$ cat config.mk
export PLATFORM = sky130hd
export DESIGN_NAME = inport_req
export DESIGN_NICKNAME = d
export VERILOG_FILES = /design/src/rtl/inport_req_pkg.sv /design/src/rtl/inport_req_flit_fifo.sv /design/src/rtl/inport_req.sv
export SDC_FILE = /design/constraint.sdc
export NUM_CORES = 1
export LEC_CHECK = 0
export CAP_MARGIN = 20
export CORE_MARGIN = 3
export CORE_UTILIZATION = 59
export CTS_BUF_LIST = sky130_fd_sc_hd__clkbuf_4 sky130_fd_sc_hd__clkbuf_8 sky130_fd_sc_hd__clkbuf_16
export CTS_CLUSTER_SIZE = 40
export DETAILED_ROUTE_END_ITERATION = 16
export PLACE_DENSITY_LB_ADDON = 0.12
export RECOVER_POWER = 100
export SLEW_MARGIN = 20
export SYNTH_ARGS = -nofsm -noshare
export SYNTH_HDL_FRONTEND = slang
export SYNTH_SLANG_ARGS = --single-unit
$ cat constraint.sdc
create_clock -name clk -period 5.15 [get_ports clk]
set_input_delay 1.545 -clock clk [delete_from_list [all_inputs] [get_ports clk]]
set_output_delay 1.545 -clock clk [all_outputs]
set_load 0.03 [all_outputs]
$ cat src/rtl/inport_req_pkg.sv
// Shared switch definitions: logic levels, flit field positions and the
// input-port FSM state encoding used by every switch port.
package inport_req_pkg;

    localparam logic ASSERT = 1'b1;
    localparam logic NEGATE = 1'b0;

    // Head/tail sit above the payload; offsets are relative to DATAW
    localparam int HEAD_OFS = 1;
    localparam int TAIL_OFS = 0;
    localparam int DEST_LSB = 0;
    localparam int DEST_W   = 2;
    localparam int NPORTS   = 4;

    typedef enum logic [1:0] {
        IDLE = 2'd0,
        REQ  = 2'd1,
        SEND = 2'd2,
        REL  = 2'd3
    } state_t;

endpackage

$ cat src/rtl/inport_req_flit_fifo.sv
// Synchronous flit FIFO with registered pointers; a pushed flit becomes
// visible at dout one cycle later at the earliest.
module flit_fifo #(
    parameter int WIDTH = 18,
    parameter int DEPTH = 4
) (
    input  logic             clk,
    input  logic             rst,
    input  logic             push,
    input  logic             pop,
    input  logic [WIDTH-1:0] din,
    output logic [WIDTH-1:0] dout,
    output logic             full,
    output logic             empty
);
    localparam int AW = $clog2(DEPTH);
    localparam logic [AW:0] FULL_COUNT = (AW+1)'(DEPTH);

    logic [WIDTH-1:0] mem [DEPTH];
    logic [AW-1:0]    wr_ptr;
    logic [AW-1:0]    rd_ptr;
    logic [AW:0]      count;
    logic             do_push;
    logic             do_pop;

    assign full    = (count == FULL_COUNT);
    assign empty   = (count == '0);
    assign do_push = push & ~full;
    assign do_pop  = pop & ~empty;
    assign dout    = mem[rd_ptr];

    always_ff @(posedge clk) begin
        if (do_push) begin
            mem[wr_ptr] <= din;
        end
    end

    // Pointers wrap naturally because DEPTH is a power of two
    always_ff @(posedge clk) begin
        if (rst) begin
            wr_ptr <= '0;
            rd_ptr <= '0;
            count  <= '0;
        end else begin
            if (do_push) begin
                wr_ptr <= wr_ptr + AW'(1);
            end
            if (do_pop) begin
                rd_ptr <= rd_ptr + AW'(1);
            end
            case ({do_push, do_pop})
                2'b10:   count <= count + (AW+1)'(1);
                2'b01:   count <= count - (AW+1)'(1);
                default: count <= count;
            endcase
        end
    end

endmodule

$ cat src/rtl/inport_req.sv
// Switch input port: buffers flits, requests the output port named by the
// head flit and forwards the packet to the crossbar while the grant holds.
module inport_req
    import inport_req_pkg::*;
#(
    parameter int DATAW = 16,
    parameter int DEPTH = 4
) (
    input  logic             clk,
    input  logic             rst,
    input  logic [DATAW+1:0] idata,
    input  logic             ivalid,
    output logic             iready,
    output logic             req0,
    output logic             req1,
    output logic             req2,
    output logic             req3,
    input  logic             ack0,
    input  logic             ack1,
    input  logic             ack2,
    input  logic             ack3,
    output logic [DATAW+1:0] odata,
    output logic             ovalid,
    output logic             err
);
    localparam int FW = DATAW + 2;

    state_t              state;
    state_t              state_next;
    logic [DEST_W-1:0]   dest;
    logic [DEST_W-1:0]   dest_next;
    logic [FW-1:0]       fifo_dout;
    logic                fifo_full;
    logic                fifo_empty;
    logic                fifo_push;
    logic                fifo_pop;
    logic                fwd;
    logic                drop;
    logic [NPORTS-1:0]   ack_vec;
    logic [NPORTS-1:0]   req_vec;
    logic                dest_ack;
    logic                front_head;
    logic                front_tail;

    assign ack_vec    = {ack3, ack2, ack1, ack0};
    assign dest_ack   = ack_vec[dest];
    assign front_head = fifo_dout[DATAW+HEAD_OFS];
    assign front_tail = fifo_dout[DATAW+TAIL_OFS];
    assign fifo_push  = ivalid & ~fifo_full;
    assign iready     = ~fifo_full;

    flit_fifo #(
        .WIDTH (FW),
        .DEPTH (DEPTH)
    ) u_fifo (
        .clk   (clk),
        .rst   (rst),
        .push  (fifo_push),
        .pop   (fifo_pop),
        .din   (idata),
        .dout  (fifo_dout),
        .full  (fifo_full),
        .empty (fifo_empty)
    );

    always_ff @(posedge clk) begin
        if (rst) begin
            state <= IDLE;
            dest  <= '0;
        end else begin
            state <= state_next;
            dest  <= dest_next;
        end
    end

    // The head flit stays in the FIFO until SEND so it is forwarded with the packet
    always_comb begin
        state_next = state;
        dest_next  = dest;
        fifo_pop   = NEGATE;
        fwd        = NEGATE;
        drop       = NEGATE;
        case (state)
            IDLE: begin
                if (!fifo_empty) begin
                    if (front_head) begin
                        dest_next  = fifo_dout[DEST_LSB +: DEST_W];
                        state_next = REQ;
                    end else begin
                        fifo_pop = ASSERT;
                        drop     = ASSERT;
                    end
                end
            end
            REQ: begin
                if (dest_ack) begin
                    state_next = SEND;
                end
            end
            SEND: begin
                if (dest_ack && !fifo_empty) begin
                    fifo_pop = ASSERT;
                    fwd      = ASSERT;
                    if (front_tail) begin
                        state_next = REL;
                    end
                end
            end
            REL: begin
                state_next = IDLE;
            end
            default: begin
                state_next = IDLE;
            end
        endcase
    end

    always_comb begin
        req_vec = '0;
        if (state == REQ || state == SEND) begin
            req_vec[dest] = ASSERT;
        end
    end

    assign req0 = req_vec[0];
    assign req1 = req_vec[1];
    assign req2 = req_vec[2];
    assign req3 = req_vec[3];

    always_ff @(posedge clk) begin
        if (rst) begin
            ovalid <= NEGATE;
            err    <= NEGATE;
            odata  <= '0;
        end else begin
            ovalid <= fwd;
            err    <= drop;
            if (fwd) begin
                odata <= fifo_dout;
            end
        end
    end

endmodule

Word-level counts from Yosys, hierarchy flattened. Memories as Yosys holds them, arrays and structs flattened. A register that Yosys moved wholly into a read port is not among the register bits. Cells that the tools add are included.

Logic and storage cells: 63. Memories kept: 1. Input port bits: 25. Register bits after elaboration: 31. Output and inout bits: 25. Memory bits (writable): 72.

Reduce and logical (&&, ||, !) cells: 10. Eq/ne operators: 11. Muxes and demuxes: 21. Bitwise logic cells: 6. Add/sub/neg operators: 4. Order comparisons: 2.

Memory list: u_fifo.mem (words 4, bits a word 18, read ports 1, clocked after Yosys merged registers in 1, wr ports 1, line inport_req_flit_fifo.sv:19) `logic [WIDTH-1:0] mem [DEPTH];`.

Operators with widths (number): $mux W2 (7); $ne A2 B2 Y1 const B (5); $mux W1 (8); $pmux W2 S4 (1); $eq A2 B2 Y1 const B (3); $pmux W3 S2 (1); $reduce_and A5 Y1 (1); $add A2 B1 Y2 const B (2); $eq A2 B1 Y1 const B (2); $mux W4 (1); $add A3 B1 Y3 const B (1); $and A1 B1 Y1 (3); $eq A3 B3 Y1 const B (1); $logic_not A3 Y1 (1); $lt A2 B3 Y1 const B (1); $not A1 Y1 (3); $reduce_and A3 Y1 (1); $sub A3 B1 Y3 const B (1); $bmux W1 S2 (1); $demux W1 S2 (1); $ge A2 B1 Y1 const B (1); $logic_and A1 B1 Y1 (2); $logic_not A2 Y1 (1); $pmux W1 S2 (1); other kinds (4) (4).

Longest topological paths before layout.
Depth after elaboration: 8. Mapped depth: 11.

By module. A second synthesis with hierarchy kept.

Cells, all modules: 248. Area total of the unflattened synthesis: 4127.7 um^2.

Modules (own cells, without submodules): flit_fifo (area each 3114.2 um^2, sequential area each 2342.2 um^2, instances 1, cells an instance 148); inport_req (area each 1013.5 um^2, sequential area each 480.5 um^2, instances 1, cells an instance 100).

Least setup slack after synthesis. Ideal clock, no wire load.

Path kind: input to register. From: in ack3. To: reg u_fifo.count[2]. Cell stages on the path: 9. Setup time: 70 ps. Required time: 5080 ps. Arrival: 3246 ps. Setup slack: 1833 ps. Cell sequence: mux4_2 -> a2bb2oi_2 -> nor2_1 -> ha_1 -> inv_1 -> fa_1 -> xor2_1 -> or3_1 -> a21oi_1.

Longest elaborated chain between the ends: 8. Elaborated cells on any way between the ends: 10. Those cells by class: 2 x eq/ne; 5 x mux; 1 x bitwise; 2 x reduce/logical.

Ends and longest elaborated chain: from (decl) (line inport_req.sv:21) `input logic ack3,`; $bmux W1 S2 (*) (line inport_req.sv:46) `assign dest_ack = ack_vec[dest];`; $mux W1 (not written as such) (*) (line inport_req.sv:46); $logic_and A1 B1 Y1 (*) (line inport_req.sv:101) `if (dest_ack && !fifo_empty) begin`; $mux W1 (*) (line inport_req.sv:101); $pmux W1 S2 (*) (line inport_req.sv:83) `case (state)`; $and A1 B1 Y1 (*) (line inport_req_flit_fifo.sv:29) `assign do_pop = pop & ~empty;`; net u_fifo.do_pop (line inport_req_flit_fifo.sv:24) `logic do_pop;`; $eq A2 B1 Y1 or $eq A2 B2 Y1 (tied branches) (line inport_req_flit_fifo.sv:51) `case ({do_push, do_pop})`; $pmux W3 S2 or $reduce_bool A2 Y1 (tied branches); to (signal assigned) (line inport_req_flit_fifo.sv:52) `2'b10: count <= count + (AW+1)'(1);`; to (signal assigned) (line inport_req_flit_fifo.sv:53) `2'b01: count <= count - (AW+1)'(1);`; to (signal assigned) (line inport_req_flit_fifo.sv:54) `default: count <= count;`; to (decl) (line inport_req_flit_fifo.sv:22) `logic [AW:0] count;`.

The timed path passes the listed nets; every way through them passes the cells marked *. The select of a mux whose other input is x is not followed. A chain may end at the register's enable or synchronous reset.

Final worst setup path.
From: in ack0. To: reg u_fifo.count[2].

Longest elaborated chain between the ends: 8. Elaborated cells on any way between the ends: 10. Those cells by class: 2 x eq/ne; 5 x mux; 1 x bitwise; 2 x reduce/logical.

Ends and longest elaborated chain: from (decl) (line inport_req.sv:18) `input logic ack0,`; $bmux W1 S2 (*) (line inport_req.sv:46); $mux W1 (not written as such) (*) (line inport_req.sv:46); $logic_and A1 B1 Y1 (*) (line inport_req.sv:101); $mux W1 (*) (line inport_req.sv:101); $pmux W1 S2 (*) (line inport_req.sv:83); $and A1 B1 Y1 (*) (line inport_req_flit_fifo.sv:29); net u_fifo.do_pop (line inport_req_flit_fifo.sv:24); $eq A2 B1 Y1 or $eq A2 B2 Y1 (tied branches) (line inport_req_flit_fifo.sv:51); $pmux W3 S2 or $reduce_bool A2 Y1 (tied branches).

Marks and branches as above.

==> impl_results.md <==
- Most common cell in the synthesized netlist: edfxtp_1
- Final Util: 0.732
- RSZ-0062 raised after global routing: false
- Async SR Flop Fraction: 0
- GP Congestion: 0.784
- Largest net degree at the start of global routing: 22
- Primary FF master, synth: edfxtp_1
- Initial DRC Count: 79
- CTS Buf Count: 9
- Period utilisation layout: 0.716
- Required time worst endpoint: 5.46 ns
- Final wirelength: 6870 um
- Dominant cells by area after synthesis: edfxtp_1, dfxtp_1, mux4_2
- Top cell type's share of synthesized area: 0.535
- Max-cap violation count: 0
- IO Pins: 50
- Setup ws final: 1.46 ns
- Hold Path Depth: 2
- Initial antenna violation count: 0
- Clock Pin Slew Worst Setup and Hold Paths: 0.10 ns
- Tmin final: 3.69 ns
- Nets: 348
- IO Port Bufs: 49
- Vias in the first global route: 2143
- Final number of setup-violating endpoints: 0
- Fmax: 0.271 GHz
- Ant. Diodes: 0
- Leakage: 1.69 nW
- Clock sinks: 105
- HP Start: odata[0]
- Gr usage total: 0.190
- Commonest cells post-synth: edfxtp_1, nand2_1, dfxtp_1
- Mean Syn Cell Area: 15.4 um^2
- GRT Residual Overflow: 0
- Synth Register Bits: 105
- First-pass GRT wire length: 10700 um
- Number of synthesized flops with an enable pin: 72
- Worst IR Drop VDD: 251 uV
- Total core area: 6490 um^2
- Setup TNS Final: 0 ns
- Area growth syn-to-layout: 17.8%
- Die Height: 88.7 um
- CTS tree: yes
- Leading area contributor after synthesis: edfxtp_1
- Worst setup SP type: input port
- Pre-CTS setup slack: 1.31 ns
- Detail Placement HPWL: 4310 um
- Power per Cell Area: 432 nW/um^2
- Routed via count: 2245
- Clk root buf: clkbuf_8
- Post-CTS Setup Bufs: 0
- Clock skew: 0.0114 ns
- Yosys cell types: 32
- Die ar.: 7870 um^2
- DRT Pass-1 Iters: 4
- Die width: 88.7 um
- DRC: 0
- CP Max Fanout: 5
- Status: finished, final reports clean
- Synth warn: 0
- Critical Path End Type: flop
- Mapped Area: 4040 um^2
- Gate Count Post-Synth: 263
- CP arrival: 3.99 ns
- Routed vias/inst: 5.67
- RR Endpoint: u_fifo.count[2]
- CTS HTree Levels: 3
- Row Count: 29
- Hold worst-path end: odata[0]
- Clock latency on the worst-skew pair: 0.36 ns
- Cts repair resizes: 0
- Fin. max-slew vios: 0
- Critical path class: in -> reg
- Cts hold-fix bufs: 0
- Ratio of cells with drive above 1 in the final layout: 0.0972
- Hold Fails Final Rpt: 0
- Initial cell density of the core: 0.622
- Worst-margin pin slew: 0.967 ns
- Syn_nets: 297
- Clock buffer depth: 2
- Hold WC Path Type: reg -> reg
- R2r setup slk: 2.18 ns
- Sequential share of the synthesized area: 0.699
- Antenna-violating nets left: 0
- Wire length per cell: 17.4 um
- Worst slew margin: 0.355
- Reg2Reg Depth: 9
[flip-flops by register name, summed over array words and instances (netlist names), named ones only]
| name | count |
|---|---|
| u_fifo.rd_ptr | 2 |
| u_fifo.mem | 72 |
| ovalid | 1 |
| u_fifo.count | 3 |
| odata | 18 |
| err | 1 |
| u_fifo.wr_ptr | 2 |
| state | 2 |
| dest | 2 |
[final cells by class]
type / count / area [um^2]
fill: 437 / 1740
multi-input combinational: 136 / 1110
tap: 77 / 96.3
clock inverter: 7 / 51.3
timing repair buffer: 51 / 505
sequential: 105 / 2820
clock buffer: 9 / 124
inverter: 11 / 41.3
[logic make-up after synthesis]
| kind of cell | share of synthesized area |
|---|---|
| mux | 0.118 |
| xor+xnor | 0.00651 |
| simple gates | 0.0796 |
| compound gates | 0.0434 |
| fa+ha+maj | 0.0298 |
| flops | 0.699 |
| buf+inv | 0.0236 |
[worst max-delay path, cell delays in order]
cell	delay, ns
dlygate4sd3_1	0.53
mux4_2	0.52
a2bb2oi_1	0.33
nor2_1	0.08
ha_1	0.24
inv_1	0.07
fa_1	0.17
xor2_1	0.07
or3_1	0.30
a21oi_1	0.13
[power by group]
| part | total [mW] | switching [mW] | internal (mW) |
|---|---|---|---|
| Clock | 0.462 | 0.282 | 0.179 |
| Sequential | 1.06 | 0.0511 | 1.01 |
| Combinational | 0.535 | 0.290 | 0.246 |
| Total | 2.06 | 0.623 | 1.43 |
[through the flow]
stage	total power, mW	instance area, um^2	hold slack [ns]	std cells
after detailed placement	1.63	4590	0.446	380
final	2.06	4750	0.453	396
after global routing	2.17	4750	0.470	396
after CTS	2.09	4760	0.460	396
after global placement	1.62	4590	0.442	380
after floorplan	1.49	4040	0.451	263
[metal layers]
layer	vias to the layer above	GRT usage	routed length, um
met3	8	0.0615	388
met4	0	0.0618	87
met5	-	0	0
met1	1096	0.243	2960
li1	1076	-	-
met2	65	0.310	3440
[worst max path at each step]
stage / start / to / slack [ns]
after global routing: ack0 / u_fifo.count[2] / 1.31
final: ack0 / u_fifo.count[2] / 1.46
after floorplan: ack3 / u_fifo.count[2] / 1.83
after detailed placement: ack3 / u_fifo.count[2] / 1.31
after CTS: state[0] / req0 / 1.57
after global placement: ack3 / u_fifo.count[2] / 1.35
[cell usage in the layout, fill, tap and decap left out, types with 2 or more instances in the layout]
cell	Yosys	layout
mux4_2	14	14
or3_1	4	4
nand3_1	3	3
dfxtp_1	33	33
clkbuf_8	0	9
edfxtp_1	72	72
buf_4	0	2
inv_1	11	11
mux4_1	5	5
nor2_1	9	9
inv_6	0	3
dlygate4sd3_1	0	46
clkdlybuf4s50_1	0	3
o21ai_0	2	2
mux2i_1	3	3
xor2_1	2	2
a21oi_1	25	25
nand2_1	41	41
and3_1	6	6
ha_1	8	8
Power figures use the tool's default switching activity.
